<file path="src/rtl/fetch_pkg.sv">
// Shared types and constants for the instruction fetch unit.
package fetch_pkg;

  typedef enum logic [1:0] {
    BOOT  = 2'd0,
    RUN   = 2'd1,
    FLUSH = 2'd2
  } fetch_state_t;

  localparam int unsigned INS_W            = 32;
  localparam logic [31:0] DEFAULT_RESET_PC = 32'h0000_0000;
  localparam logic [INS_W-1:0] NOP_WORD    = '0;

  // Fetch addresses are word addresses; the low two bits never reach memory.
  function automatic logic [31:0] word_align(input logic [31:0] addr);
    return {addr[31:2], 2'b00};
  endfunction

endpackage

</file>
<file path="src/rtl/ins_fifo.sv">
// Instruction buffer: synchronous FIFO of {pc, instruction} pairs.
// An empty FIFO presents all-zero head data so the consumer sees a NOP at pc 0.
module ins_fifo
  import fetch_pkg::*;
#(
  parameter int unsigned DEPTH = 2,
  parameter int unsigned CW    = $clog2(DEPTH) + 1
) (
  input  logic             clk,
  input  logic             rst,
  input  logic             clear,
  input  logic             push,
  input  logic [31:0]      push_pc,
  input  logic [INS_W-1:0] push_ins,
  input  logic             pop,
  output logic [31:0]      head_pc,
  output logic [INS_W-1:0] head_ins,
  output logic [CW-1:0]    count,
  output logic             empty,
  output logic             full
);

  localparam int unsigned AW = (DEPTH > 1) ? $clog2(DEPTH) : 1;

  logic [32+INS_W-1:0] mem [DEPTH];
  logic [AW-1:0]       rd_ptr;
  logic [AW-1:0]       wr_ptr;
  logic                do_push;
  logic                do_pop;

  assign empty   = (count == '0);
  assign full    = (count == CW'(DEPTH));
  assign do_pop  = pop && !empty && !clear;
  assign do_push = push && (!full || do_pop) && !clear;

  assign head_pc  = empty ? 32'h0000_0000 : mem[rd_ptr][32+INS_W-1:INS_W];
  assign head_ins = empty ? NOP_WORD      : mem[rd_ptr][INS_W-1:0];

  // Pointer and occupancy tracking; clear wins over any push/pop that cycle.
  always_ff @(posedge clk or posedge rst) begin
    if (rst) begin
      rd_ptr <= '0;
      wr_ptr <= '0;
      count  <= '0;
    end else if (clear) begin
      rd_ptr <= '0;
      wr_ptr <= '0;
      count  <= '0;
    end else begin
      if (do_push) wr_ptr <= wr_ptr + AW'(1);
      if (do_pop)  rd_ptr <= rd_ptr + AW'(1);
      case ({do_push, do_pop})
        2'b10:   count <= count + CW'(1);
        2'b01:   count <= count - CW'(1);
        default: count <= count;
      endcase
    end
  end

  // Entry storage; contents are only observed through a non-empty head.
  always_ff @(posedge clk) begin
    if (do_push) mem[wr_ptr] <= {push_pc, push_ins};
  end

endmodule

</file>
<file path="src/rtl/fetch.sv">
// Instruction fetch unit: owns the PC, issues word reads, buffers returned
// words and hands them to the decoder one per handshake. After a redirect,
// responses still in flight belong to the old stream and are counted off
// via `drop` before fetching resumes.
//
// state | meaning
// BOOT  | first cycle out of reset, no requests (redirect only loads PCs)
// RUN   | issuing requests while credit allows, enqueueing responses
// FLUSH | waiting for stale responses to drain after a redirect
module fetch
  import fetch_pkg::*;
#(
  parameter logic [31:0] RESET_PC = DEFAULT_RESET_PC,
  parameter int unsigned DEPTH    = 2
) (
  input  logic             clk,
  input  logic             rst,
  output logic             imem_req,
  output logic [31:0]      imem_addr,
  input  logic             imem_ready,
  input  logic             imem_rvalid,
  input  logic [INS_W-1:0] imem_rdata,
  input  logic             redirect,
  input  logic [31:0]      redirect_pc,
  output logic [INS_W-1:0] ins,
  output logic [31:0]      ins_pc,
  output logic             ins_valid,
  input  logic             ins_ready
);

  localparam int unsigned CW         = $clog2(DEPTH) + 1;
  localparam logic [31:0] BOOT_PC    = word_align(RESET_PC);
  localparam logic [CW:0] CREDIT_MAX = (CW+1)'(DEPTH);

  fetch_state_t  state;
  fetch_state_t  state_nxt;
  logic [31:0]   pc;
  logic [31:0]   resp_pc;
  logic [31:0]   target_pc;
  logic [CW-1:0] outstanding;
  logic [CW-1:0] outstanding_nxt;
  logic [CW-1:0] drop;
  logic [CW-1:0] drop_nxt;
  logic [CW-1:0] count;
  logic [CW:0]   credit;
  logic          issue;
  logic          resp;
  logic          keep;
  logic          flush;
  logic          pop;
  logic          fifo_empty;
  logic          fifo_full;

  // Requests in flight plus words already buffered may never exceed the
  // buffer size, so every response always has a slot waiting for it.
  assign credit    = {1'b0, outstanding} + {1'b0, count};
  assign imem_req  = (state == RUN) && (credit < CREDIT_MAX);
  assign imem_addr = pc;

  assign issue     = imem_req && imem_ready;
  assign resp      = imem_rvalid && (outstanding != '0);
  assign flush     = redirect && (state != BOOT);
  assign keep      = resp && (drop == '0) && !redirect;
  assign pop       = ins_valid && ins_ready && !flush;
  assign target_pc = word_align(redirect_pc);
  assign ins_valid = !fifo_empty;

  assign outstanding_nxt = outstanding + CW'(issue) - CW'(resp);

  // On a flush everything still in flight after this edge is stale,
  // including an issue accepted in the redirect cycle itself.
  always_comb begin
    drop_nxt = drop;
    if (flush) begin
      drop_nxt = outstanding_nxt;
    end else if (resp && (drop != '0)) begin
      drop_nxt = drop - CW'(1);
    end
  end

  // Next-state logic; FLUSH is left in the same cycle the last stale word lands.
  always_comb begin
    state_nxt = state;
    unique case (state)
      BOOT:    state_nxt = RUN;
      RUN:     if (flush && (drop_nxt != '0)) state_nxt = FLUSH;
      FLUSH:   if (drop_nxt == '0) state_nxt = RUN;
      default: state_nxt = BOOT;
    endcase
  end

  // State, PC and counter registers.
  always_ff @(posedge clk or posedge rst) begin
    if (rst) begin
      state       <= BOOT;
      pc          <= BOOT_PC;
      resp_pc     <= BOOT_PC;
      outstanding <= '0;
      drop        <= '0;
    end else begin
      state       <= state_nxt;
      outstanding <= outstanding_nxt;
      drop        <= drop_nxt;
      if (redirect) begin
        pc      <= target_pc;
        resp_pc <= target_pc;
      end else begin
        if (issue) pc      <= pc + 32'd4;
        if (keep)  resp_pc <= resp_pc + 32'd4;
      end
    end
  end

  ins_fifo #(
    .DEPTH (DEPTH),
    .CW    (CW)
  ) u_ins_fifo (
    .clk      (clk),
    .rst      (rst),
    .clear    (flush),
    .push     (keep),
    .push_pc  (resp_pc),
    .push_ins (imem_rdata),
    .pop      (pop),
    .head_pc  (ins_pc),
    .head_ins (ins),
    .count    (count),
    .empty    (fifo_empty),
    .full     (fifo_full)
  );

  // Memory must never answer a request that was not issued.
  a_no_orphan_resp: assert property (@(posedge clk) disable iff (rst)
    !(imem_rvalid && (outstanding == '0)));

  // The credit rule keeps a kept response from landing in a full buffer.
  a_no_overflow: assert property (@(posedge clk) disable iff (rst)
    !(keep && fifo_full && !pop));

endmodule

</file>
<file path="config.mk">
export PLATFORM = sky130hd
export DESIGN_NAME = fetch
export DESIGN_NICKNAME = d
export VERILOG_FILES = /design/src/rtl/fetch_pkg.sv /design/src/rtl/ins_fifo.sv /design/src/rtl/fetch.sv
export SDC_FILE = /design/constraint.sdc
export NUM_CORES = 1
export LEC_CHECK = 0
export ABC_AREA = 1
export CORE_MARGIN = 2
export CORE_UTILIZATION = 57
export CTS_CLUSTER_DIAMETER = 40
export DETAILED_ROUTE_END_ITERATION = 8
export PLACE_DENSITY_LB_ADDON = 0.12
export SLEW_MARGIN = 20
export SYNTH_ARGS = -nofsm -noshare
export SYNTH_HDL_FRONTEND = slang
export SYNTH_SLANG_ARGS = --single-unit
</file>
<file path="constraint.sdc">
create_clock -name clk -period 8.55 [get_ports clk]
set_input_delay 1.71 -clock clk [delete_from_list [all_inputs] [get_ports clk]]
set_output_delay 1.71 -clock clk [all_outputs]
set_load 0.005 [all_outputs]
</file>
## Word level (Yosys, flattened, before mapping)

Memory sizes are Yosys's and may differ from the RTL's.
Index checks and enable logic that the tools add are counted.

- Add/subtract/negate cells: 10
- Order comparisons: 1
- Eq/ne operators: 7
- Muxes and demuxes: 19
- Reduce and logical (&&, ||, !) cells: 33

Operator list:

| cell | count |
|---|---|
| $mux W32 | 6 |
| $add A32 B3 Y32 const B | 2 |
| $reduce_bool A2 Y1 | 8 |
| $logic_and A1 B1 Y1 | 14 |
| $mux W2 | 5 |
| $logic_not A2 Y1 | 4 |
| $eq A2 B2 Y1 const B | 3 |
| $mux W1 | 6 |
| $pmux W2 S3 | 1 |
| $eq A2 B1 Y1 const B | 2 |
| $logic_not A1 Y1 | 4 |
| $pmux W2 S2 | 1 |
| $sub A2 B1 Y2 const B | 2 |
| $add A2 B2 Y3 | 1 |
| $lt A3 B2 Y1 const B | 1 |
| $reduce_bool A3 Y1 | 1 |
| $add A1 B1 Y1 const B | 2 |
| $add A2 B1 Y2 | 1 |
| $add A2 B1 Y2 const B | 1 |
| $ne A2 B1 Y1 const B | 1 |
| $ne A2 B2 Y1 const B | 1 |
| $reduce_and A2 Y1 | 1 |
| $sub A2 B1 Y2 | 1 |
| $logic_or A1 B1 Y1 | 1 |

- Flip-flop bits (word level): 74
- Memory bits (writable): 128
- Input port bits: 70
- Output and inout bits: 98
- Logic and storage cells: 79
- Memories: 1

Memories:

| memory | depth | bits a word | rd ports | clocked after Yosys merged registers in | wr ports | line | text |
|---|---|---|---|---|---|---|---|
| u_ins_fifo.mem | 2 | 64 | 1 | 0 | 1 | ins_fifo.sv:25 | `logic [32+INS_W-1:0] mem [DEPTH];` |

## Logic depth before layout (Yosys ltp)

- Depth after elaboration: 12
- Depth in mapped cells: 16

## Modules after synthesis

A second synthesis with hierarchy kept.

- Cell total of the unflattened synthesis: 1101
- Area, all modules: 9959.6 um^2

By module, submodules not included:

| module | instances | cells each | area each (um^2) | sequential area each (um^2) |
|---|---|---|---|---|
| ins_fifo | 1 | 380 | 5258.8 | 3943.8 |
| fetch | 1 | 721 | 4700.8 | 1651.6 |

## Worst setup path after synthesis

No wires, ideal clock.

- Path type: input to register
- Start point: input port imem_rvalid
- End point: memory u_ins_fifo.mem[0][0] in the netlist's numbering, enable pin
- Setup time: 0.482 ns
- Arrival time: 4.848 ns
- Required time: 8.068 ns
- Path slack: 3.220 ns
- Stages: 5
- Buffers on the path: 0
- Path through: o21a_1 > nand2_2 > nor2_4 > o21ai_1 > nor2_1

- Cells in the longest elaborated chain, start to end: 7

Ends and longest elaborated chain:

| element | line | text |
|---|---|---|
| from (decl) | fetch.sv:21 | `input logic imem_rvalid,` |
| $logic_and A1 B1 Y1 | fetch.sv:61 | `assign resp = imem_rvalid && (outstanding != '0);` |
| $logic_and A1 B1 Y1 (2 in series) | fetch.sv:63 | `assign keep = resp && (drop == '0) && !redirect;` |
| $logic_and A1 B1 Y1 (2 in series) | ins_fifo.sv:34 | `assign do_push = push && (!full \|\| do_pop) && !clear;` |
| $mux W1 | ins_fifo.sv:62 | `if (do_push) mem[wr_ptr] <= {push_pc, push_ins};` |
| $mux W1 (not written as such) | ins_fifo.sv:62 |  |
| to (decl) | ins_fifo.sv:25 |  |

Every way passes these cells.

## Worst setup path in the final report

- Start point: input port redirect
- End point: register pc[20] (netlist: imem_addr[20])

- Cells in the longest elaborated chain, start to end: 1
- Elaborated cells between the ends (all ways): 2

Ends and longest elaborated chain:

| element | line | text |
|---|---|---|
| from (decl) | fetch.sv:23 | `input logic redirect,` |
| $mux W32 / $reduce_bool A2 Y1 (equally long branches) | n/a |  |
| to (signal assigned) | fetch.sv:105 | `pc <= target_pc;` |
| to (signal assigned) | fetch.sv:108 | `if (issue) pc <= pc + 32'd4;` |
| to (decl) | fetch.sv:37 | `logic [31:0] pc;` |

Several ways; a longest one is shown, not always the timed one.
A chain may end at the register's enable or synchronous reset.

==> run summary <==
The sum of overflow across all layers after global routing is 0, and the clock-pin transition on the worst setup and hold timing paths is 70 ps. Family of cells with the greatest summed delay on the critical path: buffers and inverters. The number of nets in the finished design is 1300. The die is 133 µm tall. The run gives 0 as the number of warning messages in the yosys log. The worst-case IR drop observed on VDD is 0.172 mV.

The setup TNS is 0 ps. The logs give 0 for the number of antenna cells inserted and 194 for the clock sink total. The tools report the endpoint of the worst register-to-register path as imem_addr[20].

The number of instances on the worst hold path was 0. The largest stage delay on the critical path was 740 ps; the count of mapped cells out of synthesis was 1072. The logs give 0 for the count of endpoints failing setup in the final report and 71 for the maximum number of pins on one net before global-route repair. Most numerous cell in the Yosys netlist: nand2_1.

The region available for standard cell placement spans 16500 µm². Overall power consumption after layout is estimated at 0.00323 W. The worst setup path is captured at a flip-flop. At the pin with the least slew margin, the transition time is 1060 ps. The slowest stage of the critical path belongs to the cell inv_1. Gates resized during post-CTS repair numbered 0. The clock latency on the worst-skew pair was 430 ps; the worst slew margin relative to its limit was 0.291.

After synthesis, the most frequently instantiated cells are 408 x nand2_1, 124 x edfxtp_1, 82 x nor2_1. After detailed routing, the average wire length per cell comes to 15.5 µm. The startpoint identified for the worst register-to-register timing path is u_ins_fifo.count[0]. In the synthesized netlist the dominant register cell turns out to be edfxtp_1.

The number of max-cap violations came out at 0. The end-of-flow core utilization is 0.723. The number of endpoints with negative hold slack in the final report came out at 0.

The number of cells on the worst reg-to-reg path is 11. The min-delay analysis places its worst path in the category reg2reg. The pre-antenna-repair detailed-routing pass consisted of 6 iterations. Setup slack on the worst reg-to-reg path comes out at 5430 ps. Largest driver fanout on the critical path: 39. The critical path goes through clkdlybuf4s50_1 > buf_4 > inv_1 > nand2_1 > inv_1 > nand2_1 > o211ai_1 > nand2_1 > nand2_1. Summed over all nets, the half-perimeter wirelength after detailed placement is 15300 µm. Cell area power density: 271 nW/µm². In this design, the critical path's most frequently occurring cell is nand2_1.

Final critical-path share of the clock period: 0.533. The run finished with clean final reports. TritonCTS built the clock tree. Post-CTS timing repair inserted 0 buffers for setup. The number of DRC violations after detailed routing is 0, and the floorplan row count is 47. The total non-filler cell area in the finished layout was 11900 µm².

The share of final-layout standard cells stronger than drive strength 1 works out to 0.0614. STA classifies the critical path startpoint as an input port. Across the routed clock network, the largest skew measured is 11.1 ps.

Setup repair after global routing left no endpoint under its margin. The overall via count from detail_route came out at 7870. In the final layout, the multi-input gates occupy 3610 µm². At the end of routability-driven placement, the weighted congestion stood at 0.932. The filler cells instantiated in the layout total 1236. No sink is reached through more buffers than the 2 on the longest clock path. Based on the critical path, the design can be clocked at up to 219 MHz. For this block, the initial DRC count from the detailed router was 487.

The area occupied by registers is 5480 µm², and the overall fraction of global-route tracks in use is 0.257. Port buffering added 161 buffers. Share of flip-flops with an asynchronous set or reset: 0.361.

For hold timing, the worst endpoint is u_ins_fifo.mem[1][63]. Sorting the synthesized cells by area gives the leading types as edfxtp_1 39%, dfrtp_1 18%, nand2_1 16%. Clock tree synthesis inserted a total of 17 buffers. Number of I/O pins: 168. The H-tree was split into 4 levels. For the worst setup path, the data arrival time is 4930 ps. For the floorplan die area, the log shows 17800 µm². The layout overhead on the synthesized area came out at 25.0%. The run gives 41 as the count of unique library cells instantiated by Yosys. The placed instances occupy a cell area of 11300 µm².

In this run the remaining antenna-violating nets after routing total 0. For this design the static power due to leakage is 4.73 nW. The final count of pins violating max slew is 0. The minimum clock period after layout is 4560 ps.

The synthesized netlist occupies a cell area of 9530 µm². The logs give 0.575 for the proportion of synthesized chip area in sequential cells and 538 ps for the post-route worst hold slack. The number of synthesized register bits came out at 194.

Using the TritonRoute via totals, the vias-per-cell ratio works out to 5.40. Dividing the synthesized area by the synthesized cell count gives 8.89 µm². The cell sitting at the root of the clock tree is a clkbuf_16. In this run, post-CTS hold repair placed 0 buffers. At the worst endpoint, the required time is 8920 ps.

The tools report the number of global-route vias before repair as 7309. The synthesized design contains 124 enable-type register cells. The first global-routing pass estimated 35800 µm of wire. The x dimension of the die was 133 µm; the portion of synthesized cell area occupied by the leading cell type was 0.391. Summed over all layers, the routed wires come to 22600 µm. The largest total area in the synthesized netlist belongs to edfxtp_1.

The starting density of the core was 0.579; the initial antenna violation count was 0. By startpoint and endpoint, the worst setup path is classified as in2reg. The tools report the origin of the worst min-delay path as resp_pc[31]. The total buffers and inverters traversed by the critical path is 4.
==> worst register-to-register path, stage by stage, from the launching register on <==
cell and delay, ps:
dfrtp_1 450, nand2_1 90, inv_1 50, fa_1 470, nor2_1 290, nand3_2 150
nand2_1 560, inv_1 550, nand2_1 180, o211ai_1 110, nand2_1 80, nand2_1 40
==> layer usage <==
metal	wire, µm	track usage	share of wire
met5	0	0	0
met4	715	0.111	0.032
met3	1590	0.0537	0.070
met2	10600	0.413	0.47
met1	9790	0.342	0.43
==> power breakdown <==
group | switching (W) | internal [W]
sequential | 0.000152 | 0.00114
combinational | 0.000598 | 0.000533
clock | 0.000367 | 0.000446
total | 0.00112 | 0.00211
==> how the worst max path moves through the flow <==
stage	start	endpoint	cells after the start
2_1_floorplan	imem_rvalid	u_ins_fifo.mem[0][0]	5
3_3_place_gp	redirect	imem_addr[20]	9
3_5_place_dp	redirect	imem_addr[20]	9
4_1_cts	redirect	imem_addr[20]	9
5_1_grt	redirect	imem_addr[20]	9
6_report	redirect	imem_addr[20]	9
==> through the flow <==
stage | worst slack, ps | cells
floorplan | 3220 | 1075
global placement | 3650 | 1425
detailed placement | 3560 | 1425
CTS | 4030 | 1457
global route | 3710 | 1457
finish | 3990 | 1457
==> layout by cell type, fill, tap and decap left out, drive strengths merged <==
master         instances
a21oi                 74
a22oi                  1
a31oi                  3
buf                    6
bufinv                 2
clkbuf                17
clkdlybuf4s50        161
clkinv                 2
clkinvlp               1
conb                   4
dfrtp                 70
edfxtp               124
fa                     1
ha                     5
inv                   86
nand2                416
nand3                 71
nand3b                 7
nand4                 12
nor2                  93
nor3                   5
nor4                   1
o211ai                11
o21a                   1
o21ai                 30
o21bai                 7
o221ai                 3
o311ai                 1
o31ai                  1
or2                    2
xnor2                  5
xor2                  14
==> layout make-up <==
| class | count | area share |
|---|---|---|
| Clock inverter | 15 | 0.0154 |
| Tap cell | 220 | 0.0231 |
| Multi-Input combinational cell | 768 | 0.303 |
| Timing Repair Buffer | 167 | 0.139 |
| Sequential cell | 194 | 0.460 |
| Inverter | 76 | 0.0240 |
| Clock buffer | 17 | 0.0357 |
==> state kept, by name (all words and copies together) (netlist names) <==
name               cells
u_ins_fifo.mem       124
imem_addr             30
resp_pc               30
drop                   2
outstanding            2
state                  2
u_ins_fifo.count       2
u_ins_fifo.rd_ptr      1
u_ins_fifo.wr_ptr      1
==> cells by family after synthesis <==
family / Yosys count / synth area share
compound gates: 132 / 0.0780
xor+xnor: 19 / 0.0175
fa+ha+maj: 6 / 0.00866
buf+inv: 113 / 0.0498
flops: 194 / 0.575
other cells: 1 / 0.000393
simple gates: 607 / 0.271
(Power assumes the default switching activity.)
